[src/rtl/regfile_wb_arbiter_if.sv]
// Writeback bus between the two requesters (ALU, LSU) and the register file
// write-port arbiter. The master side is the pipeline plus register file; the
// slave side is the arbiter itself.
interface regfile_wb_arbiter_if #(
  parameter int unsigned DATA_W = 32,
  parameter int unsigned ADDR_W = 5
);

  // Pipeline freeze
  logic              hold;

  // Requester A: ALU / execute result
  logic              a_valid;
  logic              a_ready;
  logic [ADDR_W-1:0] a_rd;
  logic [DATA_W-1:0] a_data;

  // Requester B: load/store unit return data
  logic              b_valid;
  logic              b_ready;
  logic [ADDR_W-1:0] b_rd;
  logic [DATA_W-1:0] b_data;

  // Register file write port (registered in the arbiter)
  logic              write_enable;
  logic [ADDR_W-1:0] wr_address;
  logic [DATA_W-1:0] data;
  logic              last_src;

  modport master (
    output hold,
    output a_valid, a_rd, a_data,
    output b_valid, b_rd, b_data,
    input  a_ready, b_ready,
    input  write_enable, wr_address, data, last_src
  );

  modport slave (
    input  hold,
    input  a_valid, a_rd, a_data,
    input  b_valid, b_rd, b_data,
    output a_ready, b_ready,
    output write_enable, wr_address, data, last_src
  );

endinterface

[src/rtl/regfile_wb_arbiter.sv]
// Round-robin arbiter sharing the register file's single write port between
// the execute-stage result (A) and the load/store return path (B). Accepted
// writes appear on the registered write port exactly one cycle later.
// Writes that target x0 are accepted but never strobed into the file.
module regfile_wb_arbiter #(
  parameter int unsigned DATA_W = 32,
  parameter int unsigned ADDR_W = 5
) (
  input logic                 clk,
  input logic                 rst,   // synchronous, active-low
  regfile_wb_arbiter_if.slave bus
);

  // Pointer encoding: which side wins when both are valid
  localparam logic PtrA = 1'b0;
  localparam logic PtrB = 1'b1;

  // Round-robin pointer
  logic ptr_q, ptr_d;

  // Output stage registers
  logic              we_q,   we_d;
  logic [ADDR_W-1:0] addr_q, addr_d;
  logic [DATA_W-1:0] data_q, data_d;
  logic              src_q,  src_d;

  // Grant decode
  logic grant_a, grant_b;
  logic allow;

  // Grants depend only on valids, hold, reset and the pointer, never on the
  // payload, so ready has no path from rd/data.
  always_comb begin
    allow   = rst && !bus.hold;
    grant_a = 1'b0;
    grant_b = 1'b0;
    if (allow) begin
      if (bus.a_valid && bus.b_valid) begin
        grant_a = (ptr_q == PtrA);
        grant_b = (ptr_q == PtrB);
      end else begin
        grant_a = bus.a_valid;
        grant_b = bus.b_valid;
      end
    end
  end

  assign bus.a_ready = grant_a;
  assign bus.b_ready = grant_b;

  // Next pointer and next output-stage contents
  always_comb begin
    ptr_d  = ptr_q;
    we_d   = 1'b0;
    addr_d = addr_q;
    data_d = data_q;
    src_d  = src_q;
    if (grant_a) begin
      // Winner moves to the back of the queue
      ptr_d  = PtrB;
      we_d   = (bus.a_rd != '0);
      addr_d = bus.a_rd;
      data_d = bus.a_data;
      src_d  = 1'b0;
    end else if (grant_b) begin
      ptr_d  = PtrA;
      we_d   = (bus.b_rd != '0);
      addr_d = bus.b_rd;
      data_d = bus.b_data;
      src_d  = 1'b1;
    end
  end

  // State update with synchronous active-low reset
  always_ff @(posedge clk) begin
    if (!rst) begin
      ptr_q  <= PtrA;
      we_q   <= 1'b0;
      addr_q <= '0;
      data_q <= '0;
      src_q  <= 1'b0;
    end else begin
      ptr_q  <= ptr_d;
      we_q   <= we_d;
      addr_q <= addr_d;
      data_q <= data_d;
      src_q  <= src_d;
    end
  end

  assign bus.write_enable = we_q;
  assign bus.wr_address   = addr_q;
  assign bus.data         = data_q;
  assign bus.last_src     = src_q;

  // At most one grant per cycle
  a_onehot_grant : assert property (@(posedge clk) !(bus.a_ready && bus.b_ready));

  // Ready is only ever raised towards a requester that is asking
  a_ready_needs_valid : assert property (@(posedge clk)
    (!bus.a_ready || bus.a_valid) && (!bus.b_ready || bus.b_valid));

  // No acceptance while frozen or in reset
  a_no_grant_blocked : assert property (@(posedge clk)
    (!rst || bus.hold) |-> (!bus.a_ready && !bus.b_ready));

endmodule

[src/flat_wrapper.sv]
// flat-port wrapper written by rule: the top's interface ports become plain ports
module regfile_wb_arbiter_flat 
#(
  parameter int unsigned DATA_W = 32,
  parameter int unsigned ADDR_W = 5
)
  (clk, rst, bus_hold, bus_a_valid, bus_a_rd, bus_a_data, bus_b_valid, bus_b_rd, bus_b_data, bus_a_ready, bus_b_ready, bus_write_enable, bus_wr_address, bus_data, bus_last_src);
  regfile_wb_arbiter_if #(.DATA_W(DATA_W), .ADDR_W(ADDR_W)) bus_i ();
  input logic clk;
  input logic rst;
  input wire logic [$bits(bus_i.hold)-1:0] bus_hold;
  input wire logic [$bits(bus_i.a_valid)-1:0] bus_a_valid;
  input wire logic [$bits(bus_i.a_rd)-1:0] bus_a_rd;
  input wire logic [$bits(bus_i.a_data)-1:0] bus_a_data;
  input wire logic [$bits(bus_i.b_valid)-1:0] bus_b_valid;
  input wire logic [$bits(bus_i.b_rd)-1:0] bus_b_rd;
  input wire logic [$bits(bus_i.b_data)-1:0] bus_b_data;
  output wire logic [$bits(bus_i.a_ready)-1:0] bus_a_ready;
  output wire logic [$bits(bus_i.b_ready)-1:0] bus_b_ready;
  output wire logic [$bits(bus_i.write_enable)-1:0] bus_write_enable;
  output wire logic [$bits(bus_i.wr_address)-1:0] bus_wr_address;
  output wire logic [$bits(bus_i.data)-1:0] bus_data;
  output wire logic [$bits(bus_i.last_src)-1:0] bus_last_src;
  assign bus_i.hold = bus_hold;
  assign bus_i.a_valid = bus_a_valid;
  assign bus_i.a_rd = bus_a_rd;
  assign bus_i.a_data = bus_a_data;
  assign bus_i.b_valid = bus_b_valid;
  assign bus_i.b_rd = bus_b_rd;
  assign bus_i.b_data = bus_b_data;
  assign bus_a_ready = bus_i.a_ready;
  assign bus_b_ready = bus_i.b_ready;
  assign bus_write_enable = bus_i.write_enable;
  assign bus_wr_address = bus_i.wr_address;
  assign bus_data = bus_i.data;
  assign bus_last_src = bus_i.last_src;
  regfile_wb_arbiter #(.DATA_W(DATA_W), .ADDR_W(ADDR_W)) u_core (.clk(clk), .rst(rst), .bus(bus_i));
endmodule
[config.mk]
export PLATFORM = sky130hd
export DESIGN_NAME = regfile_wb_arbiter_flat
export DESIGN_NICKNAME = d
export VERILOG_FILES = /design/src/rtl/regfile_wb_arbiter_if.sv /design/src/rtl/regfile_wb_arbiter.sv /design/src/flat_wrapper.sv
export SDC_FILE = /design/constraint.sdc
export NUM_CORES = 1
export LEC_CHECK = 0
export CORE_MARGIN = 5
export CORE_UTILIZATION = 41
export DETAILED_ROUTE_END_ITERATION = 6
export GPL_ROUTABILITY_DRIVEN = 0
export MAX_ROUTING_LAYER = met4
export PLACE_DENSITY = 0.84
export SLEW_MARGIN = 20
export SYNTH_ARGS = -nofsm -noshare
export SYNTH_HDL_FRONTEND = slang
export SYNTH_SLANG_ARGS = --single-unit
[constraint.sdc]
create_clock -name clk -period 4.2 [get_ports clk]
set_input_delay 0.84 -clock clk [delete_from_list [all_inputs] [get_ports clk]]
set_output_delay 0.84 -clock clk [all_outputs]
set_load 0.05 [all_outputs]
; Yosys cells after proc, flatten, opt, wreduce, memory -nomap -nowiden
; Index checks and enable logic that the tools add are counted.
[word_totals]
ff_bits = 40
in_bits = 79
out_inout_bits = 41
word_cells = 26
[classes]
mux = 12
bitwise = 2
n_reduce_logical = 7
[op_table]
columns = op, n
row1 = 32-bit two-way mux, 2
row2 = 5-bit two-way mux, 2
row3 = 5-bit nonzero test, 2
row4 = 1-bit two-way mux, 8
row5 = 1-bit logical AND, 2
row6 = 1-bit inverter, 2
row7 = 2-bit nonzero test, 1
row8 = 2-bit OR reduction, 1
row9 = 1-bit zero test, 1

; Depth between registers and ports, before layout
[logic_depth]
depth_word = 5
mapped_depth = 6
ltp_nobuf = 3

; Worst setup path after synthesis
; Ideal clock, no wire load.
[synth_timing]
path_kind = input-to-output
from = in bus_b_valid
to = out bus_a_ready
t_arrival_ns = 1.907
required_ns = 3.360
setup_slack_ns = 1.453
path_stages = 3
path_buffers = 1
cell_sequence = and2_1 > clkbuf_1 > nor2_1
[synth_via]
elab_chain_cells = 3
[synth_rtl]
columns = element, line_no
row1 = from (decl), flat_wrapper.sv:15  ; input wire logic [$bits(bus_i.b_valid)-1:0] bus_b_valid;
row2 = 1-bit logical AND, regfile_wb_arbiter.sv:38  ; if (bus.a_valid && bus.b_valid) begin
row3 = 1-bit two-way mux, regfile_wb_arbiter.sv:38
row4 = 1-bit two-way mux, regfile_wb_arbiter.sv:37  ; if (allow) begin
row5 = to (decl), flat_wrapper.sv:18  ; output wire logic [$bits(bus_i.a_ready)-1:0] bus_a_ready;
; Every way passes these cells.

; Final worst setup path
; Ends and elaborated chain as after synthesis.

==> impl_metrics.tcl <==
set metrics [dict create \
    outcome "completed" \
    synthesis.area_um2 2040 \
    grt_use_met2 0.364 \
    start_util 0.426 \
    synthSimpleGateAreaFrac 0.151 \
    fin_crit_ns 2.85 \
    insertion_delay_ns 0.29 \
    ant_nets 0 \
    drv_slew 0 \
    synth_compound_area_frac 0.359 \
    synthMuxAreaShare 0 \
    cts_buffer_depth 2 \
    drtIter0Drc 242 \
    fin_nets 419 \
    rows 25 \
    crit_fanout 4 \
    syn_area_per_cell_um2 8.49 \
    die_w_um 80.5 \
    wl_mm 7.21 \
    syn_inst 240 \
    hold_viol 0 \
    fin_crit_sh 0.679 \
    setup_violations 0 \
    layout-area-overhead-vs-synth_pct 62.0 \
    die_y_um 80.5 \
    p_per_area_nw_per_um2 302 \
    ys_seq_area_frac 0.393 \
    layout-drive-gt1-share 0.0645 \
    worstHoldPathType "reg -> reg" \
    layout_common_cells "117 x clkdlybuf4s50_1, 40 x dfxtp_1, 37 x nand4_1, 37 x a21oi_1, 37 x a311oi_1" \
    yosys.area_share.xor_xnor 0 \
    grt_pass1_vias 2262 \
    postPlaceCellArea_um2 3210 \
    cp_data_arrival_time_ns 2.01 \
    place_hpwl_mm 4.83 \
    cts_made_buffers 5 \
    grt_pass1_wl_mm 11.1 \
    grtUsageTotal 0.221 \
    cts_tree "yes" \
    syn_nets 319 \
    vias_per_cell 6.04 \
    overflow 0 \
    worstSetupEndpointType "primary output" \
    dr_total_vias 2463 \
    synth_cell_type_count 26 \
    port_buffers 119 \
    synth_area_leader_cell "dfxtp_1" \
    num_antenna_cells 0 \
    p_leak_nw 1.06 \
    yosys.area_share.adder 0 \
    crit_type "in -> out" \
    fp.dieArea_um2 6480 \
    total_power_w 0.000996 \
    core_um2 4790 \
    peakVddDrop_mv 0.173 \
    ctsHtreeMaxLevel 2 \
    hold_slack_ns 0.524 \
    final_area_um2 3300 \
    ys_warn_count 0 \
    synth_seq_cells 40 \
    rsz0062_at_grt "false" \
    synth_area_leaders "dfxtp_1 39%, a311oi_1 16%, nand4_1 11%" \
    synth.top_cell.area_share 0.393 \
    dr.pass1.iters 4 \
    relSlewSlack 0.413 \
    clock-sinks 40 \
    start_kind "input pin" \
    grt_start_max_net_pins 77 \
    antenna_found_initial 0 \
    worst_pin_slew_ns 0.878 \
    use_met3 0.0549 \
    wl_per_cell_um 17.7 \
    grt_busiest_layer "met2" \
    synth_top_family_by_area "compound AO/OA/AOI/OAI gates" \
    cts_setup_buffers 0 \
    drc_errors 0 \
    met1_usage 0.272 \
    drv_cap 0 \
    utilization 0.689 \
    layout_commonest_cell "clkdlybuf4s50_1" \
    io_pins 120 \
    fmax_ghz 0.350 \
    cts_resized 0 \
    ctsHoldBuffers 0 \
    fin_tns_setup_ns 0 \
    finalClockSkew_ns 0.0100 \
    ctsRootBufferMaster "clkbuf_8" \
    clk_pin_slew_ns 0.08 \
    required_ns 3.36 \
]
## through the flow
stage                     std cells  setup slack (ns)
final                           408              1.35
after global routing            408              1.27
after global placement          400              1.29
after floorplan                 240              1.45
after detailed placement        400              1.24
after CTS                       408              1.35
## per-layer routing
metal  up-vias  share of wire
met5         -              0
met4         0         0.0090
met3         6          0.088
met2       114           0.50
met1      1174           0.40
li1       1169              -
## report_power, final
group	leakage [nW]	total, W	internal (W)	switching (W)
clock network	0.0510	0.000265	0.000131	0.000134
logic	0.684	0.000314	0.000138	0.000176
registers	0.329	0.000417	0.000404	0.0000130
## final timing paths
check	slack, ns	to	cells past startpoint	start
hold / removal	0.52	u_core.bus.data[9]	2	u_core.bus.data[9]
setup / recovery	1.35	bus_a_ready	4	bus_b_valid
setup reg to reg	2.36	u_core.bus.data[20]	4	u_core.ptr_q
hold reg to reg	0.52	u_core.bus.data[9]	2	u_core.bus.data[9]
## cell usage after synthesis (all sizes together)
cell	n
and3	1
o21ai	37
or4	3
a21boi	1
dfxtp	40
a311oi	37
nand3b	1
clkbuf	15
or2	1
inv	1
and2	2
and2b	1
o221a	1
nand2b	1
buf	20
nand2	1
nor2	1
o21a	1
o311a	1
a21oi	37
nand4	37
## critical path, cell delays in order
cell,delay (ns)
clkdlybuf4s50_1,0.48
and2_1,0.20
nor2_1,0.30
buf_12,0.19
## final cells by class
| type | count | area [um2] |
|---|---|---|
| clock buffers | 6 | 82.6 |
| clock inverters | 2 | 10.0 |
| fillers | 409 | 1490 |
| inverters | 1 | 3.75 |
| multi-input cells | 164 | 1040 |
| flip-flops and latches | 40 | 801 |
| well taps | 67 | 83.8 |
| repair buffers | 128 | 1280 |
## state kept, by name (all words and copies together), names as in the netlist
register,count
u_core.bus.wr_address,5
u_core.ptr_q,1
u_core.bus.write_enable,1
u_core.bus.data,32
u_core.bus.last_src,1
## cell families (layout without fill, tap and decap cells)
logic type,Yosys count,in the layout
compound gates,115,115
simple gates,49,49
flops,40,40
buf+inv,36,137
Power figures use the tool's default switching activity.
